===== config.mk =====
export PLATFORM = sky130hd
export DESIGN_NAME = key_pulse_gen
export DESIGN_NICKNAME = d
export VERILOG_FILES = /design/src/rtl/key_pulse_gen.sv
export SDC_FILE = /design/constraint.sdc
export NUM_CORES = 1
export LEC_CHECK = 0
export ABC_AREA = 1
export CAP_MARGIN = 10
export CORE_AREA = 4 4 107 109
export DETAILED_ROUTE_END_ITERATION = 10
export DIE_AREA = 0 0 111 113
export GPL_TIMING_DRIVEN = 0
export PLACE_DENSITY = 0.82
export SYNTH_ARGS = -nofsm -noshare
export SYNTH_HDL_FRONTEND = slang
export SYNTH_SLANG_ARGS = --single-unit

===== constraint.sdc =====
create_clock -name i_clk -period 1.48 [get_ports i_clk]
set_input_delay 0.296 -clock i_clk [delete_from_list [all_inputs] [get_ports i_clk]]
set_output_delay 0.296 -clock i_clk [all_outputs]
set_load 0.01 [all_outputs]

===== src/rtl/key_pulse_gen.sv =====
// -----------------------------------------------------------------------------
// key_pulse_gen
//
// Conditions active-low pushbuttons: a 2-flop synchronizer, then a per-key
// debounce FSM with its own counter. The block produces a debounced level
// plus single-cycle press and release pulses.
//
// Ports
//   i_clk        system clock; all logic runs on the rising edge
//   i_rst_n      asynchronous active-low reset
//   i_key_n      raw pushbuttons, active-low, asynchronous, bouncy
//   o_level      debounced level per key (1 = pressed)
//   o_press      one-cycle pulse per key when a press is accepted
//   o_release    one-cycle pulse per key when a release is accepted
//   o_any_press  OR of the o_press bits, registered in the same cycle
//
// Handshake: there is none. Every output is a plain level or pulse, sampled
// by the consumer on any rising edge of i_clk.
//
// Timing: if the raw key is first sampled low at edge k and then held low,
// the FSM enters S_DN_CHK at edge k+2. o_press and o_level rise at edge
// k+DEB_CYCLES+2, and o_press falls at k+DEB_CYCLES+3. Release is symmetric.
// -----------------------------------------------------------------------------
module key_pulse_gen #(
  parameter int N_KEYS     = 4,
  parameter int DEB_CYCLES = 1000000
) (
  input  logic              i_clk,
  input  logic              i_rst_n,
  input  logic [N_KEYS-1:0] i_key_n,
  output logic [N_KEYS-1:0] o_level,
  output logic [N_KEYS-1:0] o_press,
  output logic [N_KEYS-1:0] o_release,
  output logic              o_any_press
);

  // The counter only has to reach DEB_CYCLES-1, so $clog2 bits are enough.
  // The guard keeps the width at one bit or more for small parameter values.
  localparam int CW = (DEB_CYCLES > 1) ? $clog2(DEB_CYCLES) : 1;
  localparam logic [CW-1:0] CNT_MAX  = CW'(DEB_CYCLES - 1);
  localparam logic [CW-1:0] CNT_ZERO = '0;
  localparam logic [CW-1:0] CNT_ONE  = CW'(1);

  typedef enum logic [1:0] {
    S_UP     = 2'd0,
    S_DN_CHK = 2'd1,
    S_DN     = 2'd2,
    S_UP_CHK = 2'd3
  } state_e;

  // ---------------------------------------------------------------------------
  // Synchronizer. Both stages reset to 1 so that after reset every key reads
  // as released. A key that is still held then looks like a new press.
  // ---------------------------------------------------------------------------
  logic [N_KEYS-1:0] sync1_q;
  logic [N_KEYS-1:0] sync2_q;

  always_ff @(posedge i_clk or negedge i_rst_n) begin
    if (!i_rst_n) begin
      sync1_q <= '1;
      sync2_q <= '1;
    end else begin
      sync1_q <= i_key_n;
      sync2_q <= sync1_q;
    end
  end

  // Per-key next-cycle pulse requests, gathered for the shared output register.
  logic [N_KEYS-1:0] press_d;
  logic [N_KEYS-1:0] release_d;

  // ---------------------------------------------------------------------------
  // Per-key debounce FSM: a state register, next-state logic and output decode.
  // ---------------------------------------------------------------------------
  for (genvar g = 0; g < N_KEYS; g++) begin : g_key
    state_e        state_q;
    state_e        state_d;
    logic [CW-1:0] cnt_q;
    logic [CW-1:0] cnt_d;
    logic          pressed;
    logic          key_press_d;
    logic          key_release_d;
    logic          key_level;

    assign pressed = ~sync2_q[g];

    // State register.
    always_ff @(posedge i_clk or negedge i_rst_n) begin
      if (!i_rst_n) begin
        state_q <= S_UP;
        cnt_q   <= CNT_ZERO;
      end else begin
        state_q <= state_d;
        cnt_q   <= cnt_d;
      end
    end

    // Next-state logic. The counter is cleared on every entry into a CHK
    // state. A bounce back to the stable side drops the candidate without
    // a pulse, so the next qualifying edge starts counting again from zero.
    always_comb begin
      state_d       = state_q;
      cnt_d         = cnt_q;
      key_press_d   = 1'b0;
      key_release_d = 1'b0;
      case (state_q)
        S_UP: begin
          cnt_d = CNT_ZERO;
          if (pressed) begin
            state_d = S_DN_CHK;
          end
        end
        S_DN_CHK: begin
          if (!pressed) begin
            state_d = S_UP;
            cnt_d   = CNT_ZERO;
          end else if (cnt_q == CNT_MAX) begin
            state_d     = S_DN;
            cnt_d       = CNT_ZERO;
            key_press_d = 1'b1;
          end else begin
            cnt_d = cnt_q + CNT_ONE;
          end
        end
        S_DN: begin
          cnt_d = CNT_ZERO;
          if (!pressed) begin
            state_d = S_UP_CHK;
          end
        end
        S_UP_CHK: begin
          if (pressed) begin
            state_d = S_DN;
            cnt_d   = CNT_ZERO;
          end else if (cnt_q == CNT_MAX) begin
            state_d       = S_UP;
            cnt_d         = CNT_ZERO;
            key_release_d = 1'b1;
          end else begin
            cnt_d = cnt_q + CNT_ONE;
          end
        end
        default: begin
          state_d = S_UP;
          cnt_d   = CNT_ZERO;
        end
      endcase
    end

    // Output decode. The debounced level follows the accepted state, so it
    // changes on the same edge that registers the press or release pulse.
    always_comb begin
      key_level = 1'b0;
      case (state_q)
        S_DN, S_UP_CHK: key_level = 1'b1;
        default:        key_level = 1'b0;
      endcase
    end

    assign press_d[g]   = key_press_d;
    assign release_d[g] = key_release_d;
    assign o_level[g]   = key_level;
  end

  // ---------------------------------------------------------------------------
  // Registered pulses. o_any_press is computed from the same next-cycle
  // request vector, so it lines up exactly with o_press.
  // ---------------------------------------------------------------------------
  logic [N_KEYS-1:0] press_q;
  logic [N_KEYS-1:0] release_q;
  logic              any_press_q;

  always_ff @(posedge i_clk or negedge i_rst_n) begin
    if (!i_rst_n) begin
      press_q     <= '0;
      release_q   <= '0;
      any_press_q <= 1'b0;
    end else begin
      press_q     <= press_d;
      release_q   <= release_d;
      any_press_q <= |press_d;
    end
  end

  assign o_press     = press_q;
  assign o_release   = release_q;
  assign o_any_press = any_press_q;

endmodule


# Word-level counts from Yosys, hierarchy flattened
# Cells that the tools add are included.
# word_totals
register_bits	105
wordCells	134
# classes
add_sub_neg	4
eq_ne	32
mux	68
reduce_logical	17
# ops
cell	n
20-bit 2-to-1 mux	12
20-bit case mux with 3 select lines	4
20-bit by 1-bit adder with 20-bit output (second input constant)	4
20-bit == test (second input constant)	4
2-bit 2-to-1 mux	24
2-bit case mux with 4 select lines	4
1-bit 2-to-1 mux	24
3-bit != test (second input constant)	8
2-bit == test (second input constant)	8
2-bit != test (second input constant)	8
4-bit AND reduction	4
2-bit OR reduction	8
2-bit by 1-bit == test with 1-bit output (second input constant)	4
2-bit zero test	4
4-bit OR reduction	1

# Longest topological paths before layout
# depth
word_depth	5
ltp_mapped	10
ltp_nobuf	10

# Worst setup path before layout
# No wires, ideal clock.
# synth_path
path_type	reg-to-reg
start	reg g_key[0].cnt_q[0]
end	reg g_key[0].cnt_q[17]
arrival_ns	1.294
t_required_ns	1.361
setup_slack_ns	0.067
stages_incl_launch_ff	10
period_less_slack_ns	1.413
path_cell_list	dfrtp_1 ha_1 nand2_1 nor2_2 nand3_1 nor2_2 nor2_2 buf_6 o21ai_1 nor2_1
# synth_via
elab_chain_cells	4
word_cells_on_any_way	6
classes_between	1 x add/sub; 1 x eq/ne; 4 x mux
# synth_rtl
item	line_no	rtl
from (decl)	78	logic [CW-1:0] cnt_q;
from (signal assigned)	94	cnt_q <= cnt_d;
20-bit by 1-bit adder with 20-bit output or 20-bit == test (tied branches)	n/a	
20-bit 2-to-1 mux *	117, 135	
20-bit 2-to-1 mux (on tied branches)	132, 114	
20-bit case mux with 3 select lines *	106	case (state_q)
via g_key[0].cnt_d[17]	79	logic [CW-1:0] cnt_d;
# The timed path passes the listed nets; every way through them passes the cells marked *.
# A chain may end at the register's enable or synchronous reset.

# Worst setup path in the final report
# layout_path
start	reg g_key[3].cnt_q[0]
end	reg g_key[3].cnt_q[2]
# layout_via
elab_chain_cells	4
word_cells_on_any_way	6
classes_between	1 x add/sub; 1 x eq/ne; 4 x mux
# layout_rtl
item	line_no
from (decl)	78
from (signal assigned)	94
20-bit by 1-bit adder with 20-bit output or 20-bit == test (tied branches)	n/a
20-bit 2-to-1 mux *	117, 135
20-bit 2-to-1 mux (on tied branches)	132, 114
20-bit case mux with 3 select lines *	106
via g_key[3].cnt_d[2]	79
# Marked as above.

==> impl_results.md <==
* Util after Layout at 65.9%
* Path type of the worst setup path: reg -> reg
* Max-cap violations at 0
* Number of vias in the routed layout at 4754
* Number of clock sinks seen by CTS at 105
* Drc violations at 0
* Fin crit period at about 1600 ps
* Area growth from synthesis to layout at 29.6%
* Minimum setup slack among reg-to-reg paths at -140 ps
* Core outline area at ~0.011 mm2
* Hold Slack at between 300 and 400 ps
* Initial Util at approximately 50%
* Antenna Violating Nets Remaining at 0
* Number of cells on the worst reg-to-reg path at 9
* Number of optimization iterations in the first detailed-route pass at 5
* Proportion of register bits with asynchronous set or reset after synthesis at 100%
* CP endpoint: g_key[3].cnt_q[2]$_DFF_PN0_
* Reg-to-reg startpoint: g_key[3].cnt_q[0]$_DFF_PN0_
* Slew at the pin with the worst max-slew slack at 635 ps
* Count of unique library cells instantiated by Yosys at 34
* Synth warnings at 0
* TritonCTS clock tree: built
* Cell type with the largest total area after synthesis: dfrtp_1
* Initial detailed-routing violation count at 436
* Antenna Cells at 0
* Most numerous cell types in the synthesized netlist: nand2_1 (139), nor2_1 (127), dfrtp_1 (97)
* Die Ht at 113 um
* F_max at 619 MHz
* Clock-pin slew on the worst setup and hold paths at 100 ps
* Slew HR at 57.7%
* I/O pin count at 19
* Final weighted congestion in routability-driven placement at roughly 0.86
* Routed Wire Length at 13200 um
* Main flop type after synthesis: dfrtp_1
* End of the worst register-to-register path: g_key[3].cnt_q[2]$_DFF_PN0_
* Worst-path maximum fanout at 6
* Most common cell in the synthesized netlist: nand2_1
* EDFF count, synth at 0
* Aggregate negative setup slack at -2300 ps
* H-tree levels at 3
* Violated checks: negative setup slack
* Clock Skew at 12.4 ps
* Syn_nets at 675
* Share of post-route cells with drive strength above 1 at between 30% and 40%
* Proportion of synthesized chip area in sequential cells at 48.9%
* Final Hold Violating Endpoints at 0
* Mean cell area of the mapped netlist at between 8 and 9 um2
* Per-cell via count in the routed design at 5.33
* Overall global routing resource usage at a little under a fifth
* Synth top area cells: dfrtp_1 (45%), nand2_1 (9.7%), nor2_1 (8.8%)
* Setup-failing EPs final at 52
* Launch point of the critical path: g_key[3].cnt_q[0]$_DFF_PN0_
* Unrepaired setup endpoints after global routing: true
* Net count of the finished layout at 757
* Path class of the lowest-slack min-delay path: in -> reg
* Overall die area at 0.0125 mm2
* Count of pins over their slew limit at 0
* Routed wirelength normalized by instance count at roughly 15 um
* Required time of the critical path at 1770 ps
* Min setup slack post-route at -135 ps
* CP arrival at 1900 ps
* Leakage Power at between 3 and 4 nW
* Die Width at 111 um
* Result of the run: finished, violations left
* Type of origin of the critical path: register
* Synth Instances at 665
* Grt total ovfl at 0
* Total standard cell area after synthesis at 0.00539 mm2
* VDD IR-drop max at 0.798 mV
* Global-route wire length before repair at 19800 um
* Row Count at 38
* Critical path endpoint category: register
* Half-perimeter wire length of the detailed placement result at around 7500 um
* Antenna violations before repair at 0
* Number of buffers added on ports at 18
* Clock root buffer: clkbuf_8
* Yosys top cell area share at between 40 and 50%
* Clock Latency Late Sink at between 300 and 400 ps
* P per Cell Area at 694 mW/mm2
* Count of state elements after synthesis at between 100 and 150
* Pin count of the biggest net entering global routing at 58
* Vias in the first global route at 4389
* Clock buffer count from CTS at 9
* Portion of the clock cycle consumed by the worst path in the final layout at 109%
* CTS Buffer Depth at 2
[layer usage]
| metal | up-vias | global-route usage (%) | wire length, um |
|---|---|---|---|
| li1 | 2251 | - | - |
| met1 | 2300 | 22.9 | 5180 |
| met2 | 162 | 33.7 | 7000 |
| met3 | 41 | 4.97 | 621 |
| met4 | 0 | 6.40 | 367 |
| met5 | - | 0 | 0 |
[cells by family (layout without fill, tap and decap cells)]
kind of cell	Yosys count	count (layout)	synth area share, %
AOI/OAI and AO/OA	48	48	4.76
xor gates and xnor gates	21	21	3.41
adders and majority gates	4	4	0.929
buffers and inverters	102	189	7.87
DFF	105	105	48.9
and+or+nand+nor	385	385	34.1
[state kept, by name, indices dropped and copies added (netlist names), named ones only]
register	cells
o_press	4
sync2_q	4
g_key.state_q	4
g_key.cnt_q	80
o_release	4
o_any_press	1
sync1_q	4
[how the worst min path moves through the flow]
stage	from	slack (ps)	cells past startpoint	end
2_1_floorplan	i_rst_n	0.4	0	asynchronous set/reset pin
3_3_place_gp	sync1_q[3]$_DFF_PN1_	350	0	sync2_q[3]$_DFF_PN1_
3_5_place_dp	i_rst_n	360	1	g_key[3].cnt_q[16]$_DFF_PN0_
4_1_cts	i_key_n[1]	290	1	sync1_q[1]$_DFF_PN1_
5_1_grt	i_key_n[0]	290	1	sync1_q[0]$_DFF_PN1_
6_report	i_key_n[1]	310	1	sync1_q[1]$_DFF_PN1_
[per-stage QoR]
step           cells  setup WS, ps  total power [W]  area (um2)
2_1_floorplan    665          66.6          0.00306        5390
3_3_place_gp     823         -3640          0.00315        5740
3_5_place_dp     824          -200          0.00316        5770
4_1_cts          873         -40.3          0.00483        6370
5_1_grt          892          -200          0.00507        6980
6_report         892          -135          0.00485        6980
[final cells by class]
cell class | count | area [um2]
Tap cell | 140 | 175
Timing Repair Buffer | 72 | 628
Fill cell | 756 | 3620
Clock buffer | 12 | 145
Inverter | 90 | 355
Multi-Input combinational cell | 458 | 2920
Buffer | 11 | 90.1
Clock inverter | 4 | 27.5
Sequential cell | 105 | 2640
[layout by cell type, fill, tap and decap left out, types with 7 or more instances in the layout]
| cell | Yosys | final |
|---|---|---|
| a21oi_1 | 22 | 17 |
| buf_4 | 5 | 46 |
| buf_6 | 3 | 13 |
| clkbuf_8 | 0 | 10 |
| dfrtp_1 | 97 | 94 |
| dfstp_2 | 8 | 8 |
| dlygate4sd2_1 | 0 | 9 |
| inv_1 | 75 | 72 |
| inv_2 | 15 | 15 |
| nand2_1 | 139 | 113 |
| nand2_2 | 8 | 24 |
| nand2_4 | 2 | 10 |
| nand3_1 | 26 | 21 |
| nand3_2 | 5 | 7 |
| nand4_1 | 14 | 14 |
| nor2_1 | 127 | 95 |
| nor2_2 | 19 | 26 |
| nor2_4 | 6 | 31 |
| nor3_1 | 18 | 15 |
| nor3b_2 | 3 | 8 |
| o21ai_1 | 7 | 7 |
| o21ai_2 | 2 | 8 |
| xor2_1 | 16 | 14 |
[critical path: stages, from the launching register on]
cell and delay, ps:
dfrtp_1 420, ha_4 180, nand2_4 70, nor2_4 50, nand2_2 110, nor2_4 60
nand2_4 110, nand2_8 100, buf_8 160, nor3b_2 250
[repair_timing]
item                       4_1_cts  5_1_grt
gates cloned                     3        0
pin swaps                       30       41
setup endpoints to repair       95       93
setup buffers                   29       20
hold endpoints to repair        44        0
gates resized for setup         81      123
hold buffers                     1        0
[power by group]
part	switching (W)	internal, W	leakage [nW]	total (W)
registers	0.0000264	0.00290	1.42	0.00293
clock network	0.000960	0.000663	0.0907	0.00162
logic	0.000181	0.000114	1.57	0.000296
Power figures use the tool's default switching activity.
